**src/rtl/pipe_control_unit.sv**
```systemverilog
`default_nettype none
// ============================================================================
// Module   : pipe_control_unit
// Purpose  : MIPS ID-stage control. Decodes opcode/funct, registers the ID/EX
//            control bundle, and owns every front-end stall/flush decision:
//            load-use hazard stall, taken-branch flush and a fixed-latency
//            multiply stall FSM.
// Ports    : clock_in, reset_in          - clock, async active-high reset
//            opcode_in, funct_in         - IF/ID instr[31:26], instr[5:0]
//            rs_in, rt_in                - IF/ID source specifiers
//            idex_memRead_in, idex_rt_in - load currently in EX and its rt
//            branch_taken_in             - EX resolved a taken beq/bne
//            aluOp_out .. mul_out        - registered ID/EX control bundle
//            pc_write_out, ifid_write_out, ifid_flush_out - combinational
//            busy_out                    - registered, mul FSM in BUSY
// Revision : 1.0 - initial release
// ============================================================================
module pipe_control_unit #(
    parameter int REG_ADDR_W  = 5,
    parameter int MUL_LATENCY = 4,
    parameter int ENABLE_MUL  = 1
) (
    input  logic                  clock_in,
    input  logic                  reset_in,
    input  logic [5:0]            opcode_in,
    input  logic [5:0]            funct_in,
    input  logic [REG_ADDR_W-1:0] rs_in,
    input  logic [REG_ADDR_W-1:0] rt_in,
    input  logic                  idex_memRead_in,
    input  logic [REG_ADDR_W-1:0] idex_rt_in,
    input  logic                  branch_taken_in,
    output logic [2:0]            aluOp_out,
    output logic                  branch_out,
    output logic                  bne_out,
    output logic                  jump_out,
    output logic                  memtoReg_out,
    output logic                  memRead_out,
    output logic                  memWrite_out,
    output logic                  aluSrc_out,
    output logic                  regWrite_out,
    output logic                  regDst_out,
    output logic                  mul_out,
    output logic                  pc_write_out,
    output logic                  ifid_write_out,
    output logic                  ifid_flush_out,
    output logic                  busy_out
);

    // Opcode / funct encodings
    localparam logic [5:0] c_op_rtype = 6'b000000;
    localparam logic [5:0] c_op_j     = 6'b000010;
    localparam logic [5:0] c_op_beq   = 6'b000100;
    localparam logic [5:0] c_op_bne   = 6'b000101;
    localparam logic [5:0] c_op_addiu = 6'b001001;
    localparam logic [5:0] c_op_slti  = 6'b001010;
    localparam logic [5:0] c_op_andi  = 6'b001100;
    localparam logic [5:0] c_op_ori   = 6'b001101;
    localparam logic [5:0] c_op_lui   = 6'b001111;
    localparam logic [5:0] c_op_mul   = 6'b011100;
    localparam logic [5:0] c_op_lw    = 6'b100011;
    localparam logic [5:0] c_op_sw    = 6'b101011;
    localparam logic [5:0] c_fn_mul   = 6'b000010;

    // ALU operation encodings
    localparam logic [2:0] c_alu_add   = 3'b000;
    localparam logic [2:0] c_alu_sub   = 3'b001;
    localparam logic [2:0] c_alu_funct = 3'b010;
    localparam logic [2:0] c_alu_and   = 3'b011;
    localparam logic [2:0] c_alu_or    = 3'b100;
    localparam logic [2:0] c_alu_slt   = 3'b101;
    localparam logic [2:0] c_alu_lui   = 3'b110;

    // Mul FSM
    localparam logic [0:0] c_idle = 1'b0;
    localparam logic [0:0] c_busy = 1'b1;

    localparam int                 c_cnt_w    = $clog2(MUL_LATENCY) + 1;
    localparam logic [c_cnt_w-1:0] c_cnt_load = c_cnt_w'(MUL_LATENCY - 1);
    localparam logic [c_cnt_w-1:0] c_cnt_one  = c_cnt_w'(1);
    localparam logic [c_cnt_w-1:0] c_cnt_zero = '0;

    // Decoded (next) bundle
    logic [2:0] w_alu_op;
    logic       w_branch, w_bne, w_jump, w_memtoreg, w_memread, w_memwrite;
    logic       w_alusrc, w_regwrite, w_regdst, w_mul;
    logic       w_rt_is_src;
    logic       w_hz;
    logic       w_bubble;

    logic [0:0]         r_state;
    logic [c_cnt_w-1:0] r_cnt;

    always_comb begin
        w_alu_op    = c_alu_add;
        w_branch    = 1'b0;
        w_bne       = 1'b0;
        w_jump      = 1'b0;
        w_memtoreg  = 1'b0;
        w_memread   = 1'b0;
        w_memwrite  = 1'b0;
        w_alusrc    = 1'b0;
        w_regwrite  = 1'b0;
        w_regdst    = 1'b0;
        w_mul       = 1'b0;
        w_rt_is_src = 1'b0;
        case (opcode_in)
            c_op_rtype: begin
                w_alu_op    = c_alu_funct;
                w_regwrite  = 1'b1;
                w_regdst    = 1'b1;
                w_rt_is_src = 1'b1;
            end
            c_op_addiu: begin
                w_alu_op   = c_alu_add;
                w_alusrc   = 1'b1;
                w_regwrite = 1'b1;
            end
            c_op_andi: begin
                w_alu_op   = c_alu_and;
                w_alusrc   = 1'b1;
                w_regwrite = 1'b1;
            end
            c_op_ori: begin
                w_alu_op   = c_alu_or;
                w_alusrc   = 1'b1;
                w_regwrite = 1'b1;
            end
            c_op_slti: begin
                w_alu_op   = c_alu_slt;
                w_alusrc   = 1'b1;
                w_regwrite = 1'b1;
            end
            c_op_lui: begin
                w_alu_op   = c_alu_lui;
                w_alusrc   = 1'b1;
                w_regwrite = 1'b1;
            end
            c_op_lw: begin
                w_alu_op   = c_alu_add;
                w_memread  = 1'b1;
                w_memtoreg = 1'b1;
                w_alusrc   = 1'b1;
                w_regwrite = 1'b1;
            end
            c_op_sw: begin
                w_alu_op    = c_alu_add;
                w_memwrite  = 1'b1;
                w_alusrc    = 1'b1;
                w_rt_is_src = 1'b1;
            end
            c_op_beq: begin
                w_alu_op    = c_alu_sub;
                w_branch    = 1'b1;
                w_rt_is_src = 1'b1;
            end
            c_op_bne: begin
                w_alu_op    = c_alu_sub;
                w_branch    = 1'b1;
                w_bne       = 1'b1;
                w_rt_is_src = 1'b1;
            end
            c_op_j: begin
                w_jump = 1'b1;
            end
            c_op_mul: begin
                // Only the exact mul funct decodes; other SPECIAL2 ops are NOPs.
                if (ENABLE_MUL != 0 && funct_in == c_fn_mul) begin
                    w_alu_op    = c_alu_funct;
                    w_mul       = 1'b1;
                    w_regwrite  = 1'b1;
                    w_regdst    = 1'b1;
                    w_rt_is_src = 1'b1;
                end
            end
            default: ;
        endcase
    end

    // Load-use: $0 never carries a hazard; rt only counts when it is read.
    assign w_hz = idex_memRead_in && (idex_rt_in != '0) &&
                  ((idex_rt_in == rs_in) || (w_rt_is_src && (idex_rt_in == rt_in)));

    assign w_bubble = branch_taken_in || (r_state == c_busy) || w_hz;

    always_comb begin
        pc_write_out   = 1'b0;
        ifid_write_out = 1'b0;
        ifid_flush_out = 1'b0;
        if (reset_in) begin
            pc_write_out   = 1'b0;
            ifid_write_out = 1'b0;
            ifid_flush_out = 1'b0;
        end else if (branch_taken_in) begin
            // The wrong-path instruction in IF/ID is cleared; fetch continues.
            pc_write_out   = 1'b1;
            ifid_write_out = 1'b1;
            ifid_flush_out = 1'b1;
        end else if (r_state == c_busy || w_hz) begin
            pc_write_out   = 1'b0;
            ifid_write_out = 1'b0;
        end else begin
            pc_write_out   = 1'b1;
            ifid_write_out = 1'b1;
        end
    end

    always_ff @(posedge clock_in or posedge reset_in) begin
        if (reset_in) begin
            aluOp_out    <= c_alu_add;
            branch_out   <= 1'b0;
            bne_out      <= 1'b0;
            jump_out     <= 1'b0;
            memtoReg_out <= 1'b0;
            memRead_out  <= 1'b0;
            memWrite_out <= 1'b0;
            aluSrc_out   <= 1'b0;
            regWrite_out <= 1'b0;
            regDst_out   <= 1'b0;
            mul_out      <= 1'b0;
            r_state      <= c_idle;
            r_cnt        <= c_cnt_zero;
        end else begin
            if (w_bubble) begin
                aluOp_out    <= c_alu_add;
                branch_out   <= 1'b0;
                bne_out      <= 1'b0;
                jump_out     <= 1'b0;
                memtoReg_out <= 1'b0;
                memRead_out  <= 1'b0;
                memWrite_out <= 1'b0;
                aluSrc_out   <= 1'b0;
                regWrite_out <= 1'b0;
                regDst_out   <= 1'b0;
                mul_out      <= 1'b0;
            end else begin
                aluOp_out    <= w_alu_op;
                branch_out   <= w_branch;
                bne_out      <= w_bne;
                jump_out     <= w_jump;
                memtoReg_out <= w_memtoreg;
                memRead_out  <= w_memread;
                memWrite_out <= w_memwrite;
                aluSrc_out   <= w_alusrc;
                regWrite_out <= w_regwrite;
                regDst_out   <= w_regdst;
                mul_out      <= w_mul;
            end

            case (r_state)
                c_idle: begin
                    // A mul is issued only when its decoded bundle is loaded.
                    if (!w_bubble && w_mul && MUL_LATENCY > 1) begin
                        r_state <= c_busy;
                        r_cnt   <= c_cnt_load;
                    end
                end
                c_busy: begin
                    // Leaving at 1 gives exactly MUL_LATENCY-1 stall cycles.
                    if (r_cnt == c_cnt_one) begin
                        r_state <= c_idle;
                        r_cnt   <= c_cnt_zero;
                    end else begin
                        r_cnt <= r_cnt - c_cnt_one;
                    end
                end
                default: begin
                    r_state <= c_idle;
                    r_cnt   <= c_cnt_zero;
                end
            endcase
        end
    end

    assign busy_out = (r_state == c_busy);

endmodule
`default_nettype wire

```
**config.mk**
```make
export PLATFORM = sky130hd
export DESIGN_NAME = pipe_control_unit
export DESIGN_NICKNAME = d
export VERILOG_FILES = /design/src/rtl/pipe_control_unit.sv
export SDC_FILE = /design/constraint.sdc
export NUM_CORES = 1
export LEC_CHECK = 0
export CAP_MARGIN = 20
export CORE_ASPECT_RATIO = 0.75
export CORE_UTILIZATION = 43
export CTS_CLUSTER_SIZE = 10
export DETAILED_ROUTE_END_ITERATION = 8
export GPL_TIMING_DRIVEN = 0
export PLACE_DENSITY_LB_ADDON = 0.08
export SYNTH_ARGS = -nofsm -noshare
export SYNTH_HDL_FRONTEND = slang
export SYNTH_SLANG_ARGS = --single-unit
export TNS_END_PERCENT = 100
```
**constraint.sdc**
```tcl
create_clock -name clock_in -period 5.1 [get_ports clock_in]
set_clock_uncertainty 0.05 [all_clocks]
set_input_delay 1.02 -clock clock_in [delete_from_list [all_inputs] [get_ports clock_in]]
set_output_delay 1.02 -clock clock_in [all_outputs]
set_load 0.005 [all_outputs]
```
==> reports/metrics.cfg <==
[routing]
dr.pass1.iters = 6
post_drt_wl_per_cell_um = 12.1
ant_nets = 0
drcViolationCount = 2
wirelength_um = 2190
drt_iter0_markers = 27
dr_total_vias = 978
viasPerCell = 5.40

[pwr]
combPwrFrac_pct = 26.4
p_sw_share_pct = 25.4
p_leak_nw = 0.623
p_per_area_nw_per_um2 = 196
power_switching_uw = 75.2
p_int_uw = 220
total_power_uw = 296
vdd_drop_max_v = 0.000100
power_frac_seq_pct = 45.8
clkPwrFrac_pct = 27.8

[cts]
clock_sinks = 16
htree_levels = 1
clk_pin_slew_worst_paths_ns = 0.08
clk_path_buf_depth = 2
cts_tree = yes
cts_resized = 0
cts_hold_buf = 0
clock_latency_ns = 0.28
cts_setup_buffers = 0
numCtsBuffers = 3
cts-root-buf = clkbuf_4

[flow_run]
cap_violations = 0

[synth]
async_reset_ff_share_pct = 100
synth_top_flop_cell = dfrtp_1
synth_edf_count = 0
ys_types = 38
netlist_area_um2 = 995
syn_area_per_cell_um2 = 9.21
ys_seq_area_share_pct = 40.3
synth_nets = 141
synthesis.instances = 108
synth_seq_cells = 16
ys_warn_count = 0

[timing]
timing.final.crit_share_pct = 92.7
worstMarginPinSlew_ns = 0.574
fin_ws_ns = 0.371
drv_slew = 0
finalHoldViolCount = 0
setup_tns_ns = 0
max_slew_margin_pct = 61.7
finalSetupViolCount = 0
grt_setup_unrepaired = no
post-route-min-period_ns = 4.73
max_freq_ghz = 0.211

[die]
design.core.area_um2 = 2080
io_pins = 48
die_h_um = 43.7
die_x_um = 57.5
start_util_pct = 47.7
dieArea_um2 = 2510
rows = 14

[layout]
layout_commonest_cell = clkdlybuf4s50_1
final_cell_mix = clkdlybuf4s50_1, dfrtp_1, xnor2_1, nor2_1, a21oi_1
drive_above_1_share_pct = 8.92
antenna_cells = 0
area_growth_pct = 51.9
fill_cells = 168
layout.nets = 191
layoutNonFillerInstCount = 181

[global_route]
antenna_found_initial = 0
grt_max_degree = 17
grt_util_met3_pct = 3.28
busiest_layer = met2
grt_pass1_vias = 889
grt_use_total_pct = 19.7
met2_usage_pct = 33.3
grt_first_pass_wirelength_um = 3730
gr-total-overflow = 0
grt_util_met1_pct = 25.1

[critical_path]
timing.rr.end = bne_out
critPathRequiredTime_ns = 4.03
reg2reg_slack_ns = 3.69
path_cells = clkdlybuf4s50_1 -> or2b_1 -> or4_4 -> o211ai_1 -> a2111oi_0 -> or2_2 -> buf_4 -> clkdlybuf4s50_1
critPathCaptureType = output pin
crit_type = in -> out
crit_top_cell = clkdlybuf4s50_1
crit_arrival_ns = 3.66
rr_worst_depth = 4
slowest_stage = clkdlybuf4s50_1
max_stage_delay_ns = 0.62
crit_path_start_kind = input port
r2r-start = busy_out
cp_max_fo = 9

[min_path]
hp-start = r_cnt[2]
min_path_cells = 2
holdPathEnd = r_cnt[2]
hp-class = reg -> reg

[outcome]
violations = DRC
status = finished with violations

[placement]
dp.cells = 177
post-place-ws_ns = 0.411
dp_hpwl_um = 1840
finalWeightedCongestion = 0.797
io_buffers = 45

[state kept, by name, indices dropped and copies added (netlist names)]
name / cells
aluOp_out: 3
r_cnt: 3
aluSrc_out: 1
bne_out: 1
branch_out: 1
busy_out: 1
jump_out: 1
memRead_out: 1
memWrite_out: 1
mul_out: 1
regDst_out: 1
regWrite_out: 1
[worst max-delay path by stage]
stage,from,end,slack [ns],cells past startpoint
floorplan,funct_in[0],pc_write_out,1.32,6
global placement,opcode_in[2],pc_write_out,0.39,8
detailed placement,opcode_in[2],pc_write_out,0.41,8
CTS,opcode_in[2],pc_write_out,0.39,8
global route,idex_rt_in[1],pc_write_out,0.17,8
finish,opcode_in[2],pc_write_out,0.37,8
[power groups by stage]
stage	clock (mW)	combinational, mW	sequential, mW
6_report	0.0822	0.0779	0.136
5_1_grt	0.0886	0.0869	0.136
4_1_cts	0.0842	0.0787	0.136
3_5_place_dp	0	0.0783	0.138
3_3_place_gp	0	0.0759	0.138
2_1_floorplan	0	0.0393	0.138
[area by class of cell]
class                   instances  area (um^2)  area share (%)
multi-input cells              81          531            35.1
clock buffers                   4         36.3            2.40
repair buffers                 45          450            29.8
plain buffers                   5         41.3            2.73
inverters                       6         22.5            1.49
flip-flops and latches         16          400            26.5
well taps                      24         30.0            1.99
[worst max-delay path: cells and delay by family]
kind,cells,cell delay (ns)
simple gates,3,1.20
buf+inv,3,1.18
compound gates,2,0.25
[metal layers]
metal | share of wire, % | vias up | wire length [um]
met5 | 0 | - | 0
met4 | 1.7 | 0 | 37
met3 | 8.8 | 6 | 194
met2 | 45 | 53 | 988
met1 | 44 | 438 | 974
li1 | - | 481 | -
[synthesized netlist by cell type (2+ instances only)]
cell type / n / share of area [%]
nand2_1: 7 / 2.6
ha_1: 2 / 2.5
buf_6: 2 / 2.3
a21oi_1: 8 / 4.0
nand3_1: 3 / 1.5
nor3_1: 5 / 2.5
or2b_1: 2 / 1.5
o21ai_0: 2 / 1.0
xor2_1: 3 / 2.6
nand2b_1: 3 / 1.9
inv_1: 6 / 2.3
nor4_1: 6 / 3.8
or4_1: 2 / 1.5
buf_4: 2 / 1.5
dfrtp_1: 16 / 40
nor2_1: 8 / 3.0
or2_2: 2 / 1.3
nor2b_1: 2 / 1.3
xnor2_1: 8 / 7.0
[logic make-up after synthesis]
logic type / share of synthesized area, %
XOR/XNOR: 9.69
adder cells (fa/ha/maj): 2.52
AO/OA/AOI/OAI: 12.7
buffers and inverters: 6.41
AND/OR/NAND/NOR: 28.4
flip-flops: 40.3
[through the flow]
step / hold slack, ns / util (%) / cell area, um^2
finish: 0.495 / 72.5 / 1510
global route: 0.548 / 72.5 / 1510
CTS: 0.503 / 72.5 / 1510
detailed placement: 0.483 / 70.8 / 1480
global placement: 0.470 / 70.8 / 1480
floorplan: 0.450 / - / 995
(Power assumes the default switching activity.)
